==> src/rtl/bch_dec_top.sv <==
// Registered decoder for a double-error-correcting BCH(75,63) code over GF(64).
// Everything between IN and the output registers is combinational:
// syndrome evaluation, classification, a parallel root search over all
// 63 nonzero field elements, and the data-bit correction.
module bch_dec_top (
  input  logic        clk,
  input  logic        rst_n,
  input  logic [74:0] IN,
  output logic [62:0] OUT,
  output logic [11:0] SYN,
  output logic        ERR,
  output logic        SGL,
  output logic        DBL
);

  // alpha^e in the polynomial basis of x^6+x+1 (alpha^6 = alpha + 1).
  // Only ever called with elaboration-time constants.
  function automatic logic [5:0] alpha_pow(input int e);
    logic [5:0] v;
    v = 6'd1;
    for (int n = 0; n < (e % 63); n++) begin
      v = {v[4:0], 1'b0} ^ (v[5] ? 6'b000011 : 6'b000000);
    end
    return v;
  endfunction

  // GF(64) multiply, shift-and-add with reduction by x^6+x+1.
  function automatic logic [5:0] gf_mul(input logic [5:0] a, input logic [5:0] b);
    logic [5:0] p;
    logic [5:0] t;
    p = 6'd0;
    t = a;
    for (int n = 0; n < 6; n++) begin
      if (b[n]) p = p ^ t;
      t = {t[4:0], 1'b0} ^ (t[5] ? 6'b000011 : 6'b000000);
    end
    return p;
  endfunction

  genvar gi;

  logic [5:0]  s1_term [75];
  logic [5:0]  s3_term [75];
  logic [5:0]  s1;
  logic [5:0]  s3;
  logic [5:0]  s1_sq;
  logic [5:0]  s1_cube;
  logic [5:0]  cterm;
  logic [62:0] sgl_hit;
  logic [62:0] dbl_hit;
  logic [6:0]  root_cnt;
  logic [62:0] loc_mask;
  logic [62:0] flip;
  logic        is_sgl;
  logic        is_dbl;

  logic [62:0] out_d, out_q;
  logic [11:0] syn_d, syn_q;
  logic        err_d, err_q;
  logic        sgl_d, sgl_q;
  logic        dbl_d, dbl_q;

  // Each received bit contributes a constant alpha power to S1 and S3.
  // Data bit k sits at x^(k+12); parity bit j sits at x^j.
  generate
    for (gi = 0; gi < 75; gi++) begin : g_syn_term
      localparam int         LOC = (gi < 63) ? gi + 12 : gi - 63;
      localparam logic [5:0] A1  = alpha_pow(LOC);
      localparam logic [5:0] A3  = alpha_pow(3 * LOC);
      assign s1_term[gi] = IN[gi] ? A1 : 6'd0;
      assign s3_term[gi] = IN[gi] ? A3 : 6'd0;
    end
  endgenerate

  // Accumulate the syndromes S1 = r(alpha), S3 = r(alpha^3).
  always_comb begin
    s1 = 6'd0;
    s3 = 6'd0;
    for (int i = 0; i < 75; i++) begin
      s1 = s1 ^ s1_term[i];
      s3 = s3 ^ s3_term[i];
    end
  end

  assign s1_sq   = gf_mul(s1, s1);
  assign s1_cube = gf_mul(s1_sq, s1);
  // Zero exactly when S3 = S1^3, i.e. the single-error signature.
  assign cterm   = s3 ^ s1_cube;

  // Parallel search over beta = alpha^i.
  // sgl_hit: beta equals S1, which gives log(S1) without a log table.
  // dbl_hit: beta is a root of S1*x^2 + S1^2*x + (S3 + S1^3), the locator
  // x^2 + S1*x + (S3/S1 + S1^2) scaled by S1 so that no division is needed.
  generate
    for (gi = 0; gi < 63; gi++) begin : g_root
      localparam logic [5:0] B1 = alpha_pow(gi);
      localparam logic [5:0] B2 = alpha_pow(2 * gi);
      assign sgl_hit[gi] = (s1 == B1);
      assign dbl_hit[gi] = ((gf_mul(s1, B2) ^ gf_mul(s1_sq, B1) ^ cterm) == 6'd0);
    end
  endgenerate

  // Count locator roots; a correctable double error has exactly two.
  always_comb begin
    root_cnt = 7'd0;
    for (int i = 0; i < 63; i++) begin
      root_cnt = root_cnt + {6'd0, dbl_hit[i]};
    end
  end

  // Classify the word and pick the set of error locations to correct.
  always_comb begin
    is_sgl   = (s1 != 6'd0) && (cterm == 6'd0);
    is_dbl   = (s1 != 6'd0) && (cterm != 6'd0) && (root_cnt == 7'd2);
    loc_mask = 63'd0;
    if (is_sgl) begin
      loc_mask = sgl_hit;
    end else if (is_dbl) begin
      loc_mask = dbl_hit;
    end
  end

  // Location L corrects data bit (L-12) mod 63; locations 0..11 alias
  // onto data bits 51..62, so the correction always lands in the data.
  generate
    for (gi = 0; gi < 63; gi++) begin : g_flip
      localparam int SRC = (gi + 12) % 63;
      assign flip[gi] = loc_mask[SRC];
    end
  endgenerate

  // Next-state values for the output registers.
  always_comb begin
    out_d = IN[62:0] ^ flip;
    syn_d = {s3, s1};
    err_d = (s1 != 6'd0) || (s3 != 6'd0);
    sgl_d = is_sgl;
    dbl_d = is_dbl;
  end

  // Output registers, cleared asynchronously while rst_n is low.
  always_ff @(posedge clk or negedge rst_n) begin
    if (!rst_n) begin
      out_q <= 63'd0;
      syn_q <= 12'd0;
      err_q <= 1'b0;
      sgl_q <= 1'b0;
      dbl_q <= 1'b0;
    end else begin
      out_q <= out_d;
      syn_q <= syn_d;
      err_q <= err_d;
      sgl_q <= sgl_d;
      dbl_q <= dbl_d;
    end
  end

  assign OUT = out_q;
  assign SYN = syn_q;
  assign ERR = err_q;
  assign SGL = sgl_q;
  assign DBL = dbl_q;

endmodule

==> config.mk <==
export PLATFORM = sky130hd
export DESIGN_NAME = bch_dec_top
export DESIGN_NICKNAME = d
export VERILOG_FILES = /design/src/rtl/bch_dec_top.sv
export SDC_FILE = /design/constraint.sdc
export NUM_CORES = 1
export LEC_CHECK = 0
export ABC_CLOCK_PERIOD_IN_PS = 800
export CAP_MARGIN = 20
export CORE_UTILIZATION = 55
export DETAILED_ROUTE_END_ITERATION = 6
export MAX_ROUTING_LAYER = met4
export PLACE_DENSITY = 0.78
export SLEW_MARGIN = 10
export SYNTH_ARGS = -nofsm -noshare
export SYNTH_HDL_FRONTEND = slang
export SYNTH_SLANG_ARGS = --single-unit
==> constraint.sdc <==
create_clock -name clk -period 0.8 [get_ports clk]
set_input_delay 0.16 -clock clk [delete_from_list [all_inputs] [get_ports clk]]
set_output_delay 0.16 -clock clk [all_outputs]
set_load 0.02 [all_outputs]
==> metrics.txt, run 1 <==
DP Area=26200 µm²; Buffers on Ports=154; CTS root buf=clkbuf_16; top cells by count, synth=xnor2_1 (751), xor2_1 (266), dfrtp_1 (78), nor2_1 (78), inv_1 (67); GRT Util Overall=96.0%; Die W=181 µm; # rows=65; first-pass GRT wire length=225000 µm; yosys warns=0; Cells after DPL=3162; Num CTS Buffers=9; largest area contributor in the netlist=xnor2_1; number of synthesized register bits=78; sequential area share after synthesis=11.1%; H-tree depth=3; Failed at=global routing; I/O pin count=155; vias in the first global route=28.7k; largest net degree at the start of global routing=38; top_reg_cell synth=dfrtp_1; Synth area leaders=xnor2_1 (38%), xor2_1 (13%), dfrtp_1 (11%); top-count cell post-synth=xnor2_1; Mapped Avg Cell Area=9.11 µm²; Err=[ERROR GRT-0116] Global routing finished with congestion. Check the congestion regions in the DRC Viewer.; clk sinks=78; routability cong.=1.21; Synth Cell Area=17500 µm²; die height=181 µm; Yosys top cell area share=37.5%; Longest Clk Path Bufs=2; cells after synthesis=1924; Synthesized Nets=2076; GRT Residual Overflow=1184; Starting Density=55.7%; number of synthesized flops with an enable pin=0; asr flop ratio synth=100%; HPWL reported at the end of detailed placement=74200 µm; status=aborted with a tool error; synth unique cells=65
repair_timing:
action,CTS
endpoints found under the setup margin,156
hold endpoints to repair,78
resized for setup,1026
buffers inserted,100
hold buffers,1
pin swaps,180
cloned,5
logic make-up after synthesis:
group / share of synthesized area (%)
simple gates: 9.40
buf+inv: 4.29
mux: 0.742
fa+ha+maj: 7.62
compound gates: 5.80
flops: 11.1
xor+xnor: 61.0
per-stage QoR:
stage / setup slack (ns) / setup TNS [ns]
3_5_place_dp: -12.19 / -821.20
4_1_cts: -11.00 / -734.79
3_3_place_gp: -11.62 / -786.69
2_1_floorplan: -10.64 / -693.32
routing by layer:
metal	overflow	GRT usage [%]
met1	58	90.8
met2	754	110
met3	62	83.9
met4	310	99.4
met5	-	-
==> run 2, diff against run 1 <==
ABC_CLOCK_PERIOD_IN_PS = 1040   (was 800)
CORE_UTILIZATION = 40   (was 55)
MAX_ROUTING_LAYER = default   (was met4)
PLACE_DENSITY = default   (was 0.78)
PLACE_DENSITY_LB_ADDON = 0.15   (was default)
clock period = 1.04 ns   (was 0.8 ns; I/O delays follow)
==> metrics.txt, run 2 <==
status=finished with violations; failing checks=negative setup slack; routability cong.=1.07; DRT iter0 DRCs=1943; asr flop ratio synth=100%; sequential cell area=1960 µm²; DRT antenna net count=0; Final Critical Period=11.44 ns; Die W=211 µm; Layout Nets=3093; largest net degree at the start of global routing=31; CP Max Fanout=6; Pre-antenna DRT Iters=5; Critical Path End=OUT[22]; # rows=76; CP Capture Type=flip-flop; sequential area share after synthesis=11.1%; RSZ-0062 raised after global routing=yes; CP startpoint=IN[50]; synth unique cells=65; yosys warns=0; total length of routed wires=99500 µm; fmax=0.0874 GHz; drt wl/cell=28.2 µm; CTS root buf=clkbuf_16; share of cells above drive strength 1=49.5%; worst setup margin=-10.40 ns; multi-input logic area=17600 µm²; drt drc=0; Final setup viols=156; Setup crit start kind=input pin; top cells by count, synth=xnor2_1 (751), xor2_1 (266), dfrtp_1 (78), nor2_1 (78), inv_1 (67); Longest Clk Path Bufs=2; number of max-cap violations=0; vias in the first global route=19.3k; most frequent cells in the layout=buf_4 (814), xnor2_1 (635), xor2_1 (232); Antenna diodes=0; Worst-Margin Slew=0.782 ns; DIE AREA=44700 µm²; Num CTS Buffers=9; Rel. slew slack=47.4%; DP Area=26600 µm²; number of synthesized register bits=78; first-pass GRT wire length=138000 µm; arrival time worst endpoint=11.70 ns; Util after Layout=70.9%; Hold Path Origin=IN[29]; Synth area leaders=xnor2_1 (38%), xor2_1 (13%), dfrtp_1 (11%); most common cell after layout, fill and taps aside=buf_4; number of synthesized flops with an enable pin=0; HPWL reported at the end of detailed placement=78300 µm; die height=211 µm; clk sinks=78; Synthesized Nets=2076; Buffers on Ports=154; post-route setup TNS=-677.67 ns; Yosys top cell area share=37.5%; most frequent CP cell=fa_1; max reg flops=63; Hold/Removal Path Class=input pin to flip-flop; CP Class=input pin to flip-flop; crit-path max cell delay=0.57 ns; top-count cell post-synth=xnor2_1; GRT Residual Overflow=0; Via-to-Cell Ratio=5.39; CTS tree=yes; Vias=19.0k; Synth Cell Area=17500 µm²; Hold Vio Cnt, Final=0; largest area contributor in the netlist=xnor2_1; CORE AREA=43200 µm²; fin crit share=1100%; initial antenna violation count=0; cells after synthesis=1924; I/O pin count=155; P&R area growth vs syn=74.6%; clk slew on worst S/H paths=0.07 ns; GRT Util Overall=43.9%; Worst Path Required=1.30 ns; final-layout fill cell count=3347; Starting Density=40.6%; top_reg_cell synth=dfrtp_1; count of final max-slew check failures=0; Mapped Avg Cell Area=9.11 µm²; final instance area=30600 µm²; Crit-path slowest cell=fa_1; H-tree depth=3
-- run 2: logic make-up after synthesis --
logic type                 synth area share, %
and+or+nand+nor                           9.40
DFF                                       11.1
muxes                                    0.742
xor gates and xnor gates                  61.0
adders and majority gates                 7.62
buffers and inverters                     4.29
AOI/OAI and AO/OA                         5.80
-- run 2: timing repair --
item | CTS | global route
buffers inserted | 114 | 35
hold buffers | 1 | 0
endpoints found under the setup margin | 156 | 156
hold endpoints to repair | 67 | 0
resized for setup | 1042 | 94
cloned | 7 | 1
pin swaps | 193 | 65
-- run 2: worst min-delay path by stage --
stage | endpoint | cells past startpoint
after CTS | OUT[29] | 3
after floorplan | DBL | 0
after global routing | OUT[29] | 3
after global placement | OUT[13] | 1
final | OUT[29] | 3
after detailed placement | OUT[13] | 1
-- run 2: worst max-delay path, delay by kind of cell --
family / cells / cell delay [ns]
xor+xnor: 13 / 2.79
fa+ha+maj: 11 / 4.92
simple gates: 6 / 1.53
compound gates: 2 / 0.37
buf+inv: 14 / 1.83
-- run 2: layout make-up --
class                           count  area share (%)
Inverter                           75            1.04
Clock inverter                      7           0.213
Clock buffer                        9           0.736
Sequential cell                    78            6.39
Tap cell                          585            2.39
Timing Repair Buffer             1099            31.6
Multi-Input combinational cell   1677            57.6
Timing Repair inverter              1          0.0286
-- run 2: per-layer routing --
metal,wire [µm],GRT usage [%]
met1,39100,57.4
met2,44000,68.6
met3,9940,8.43
met4,6430,23.3
met5,0,0
-- run 2: through the flow --
stage / cells / setup WS (ns) / hold WS [ns]
after floorplan: 1924 / -10.45 / -0.0876
after global placement: 3375 / -11.73 / 0.0808
after detailed placement: 3375 / -11.83 / 0.0835
after CTS: 3500 / -10.14 / 0.130
after global routing: 3531 / -10.67 / 0.135
final: 3531 / -10.40 / 0.129
Power of run 2 is not shown: default switching activity piles up to over one toggle a cycle in this logic, so the estimate is an artifact.
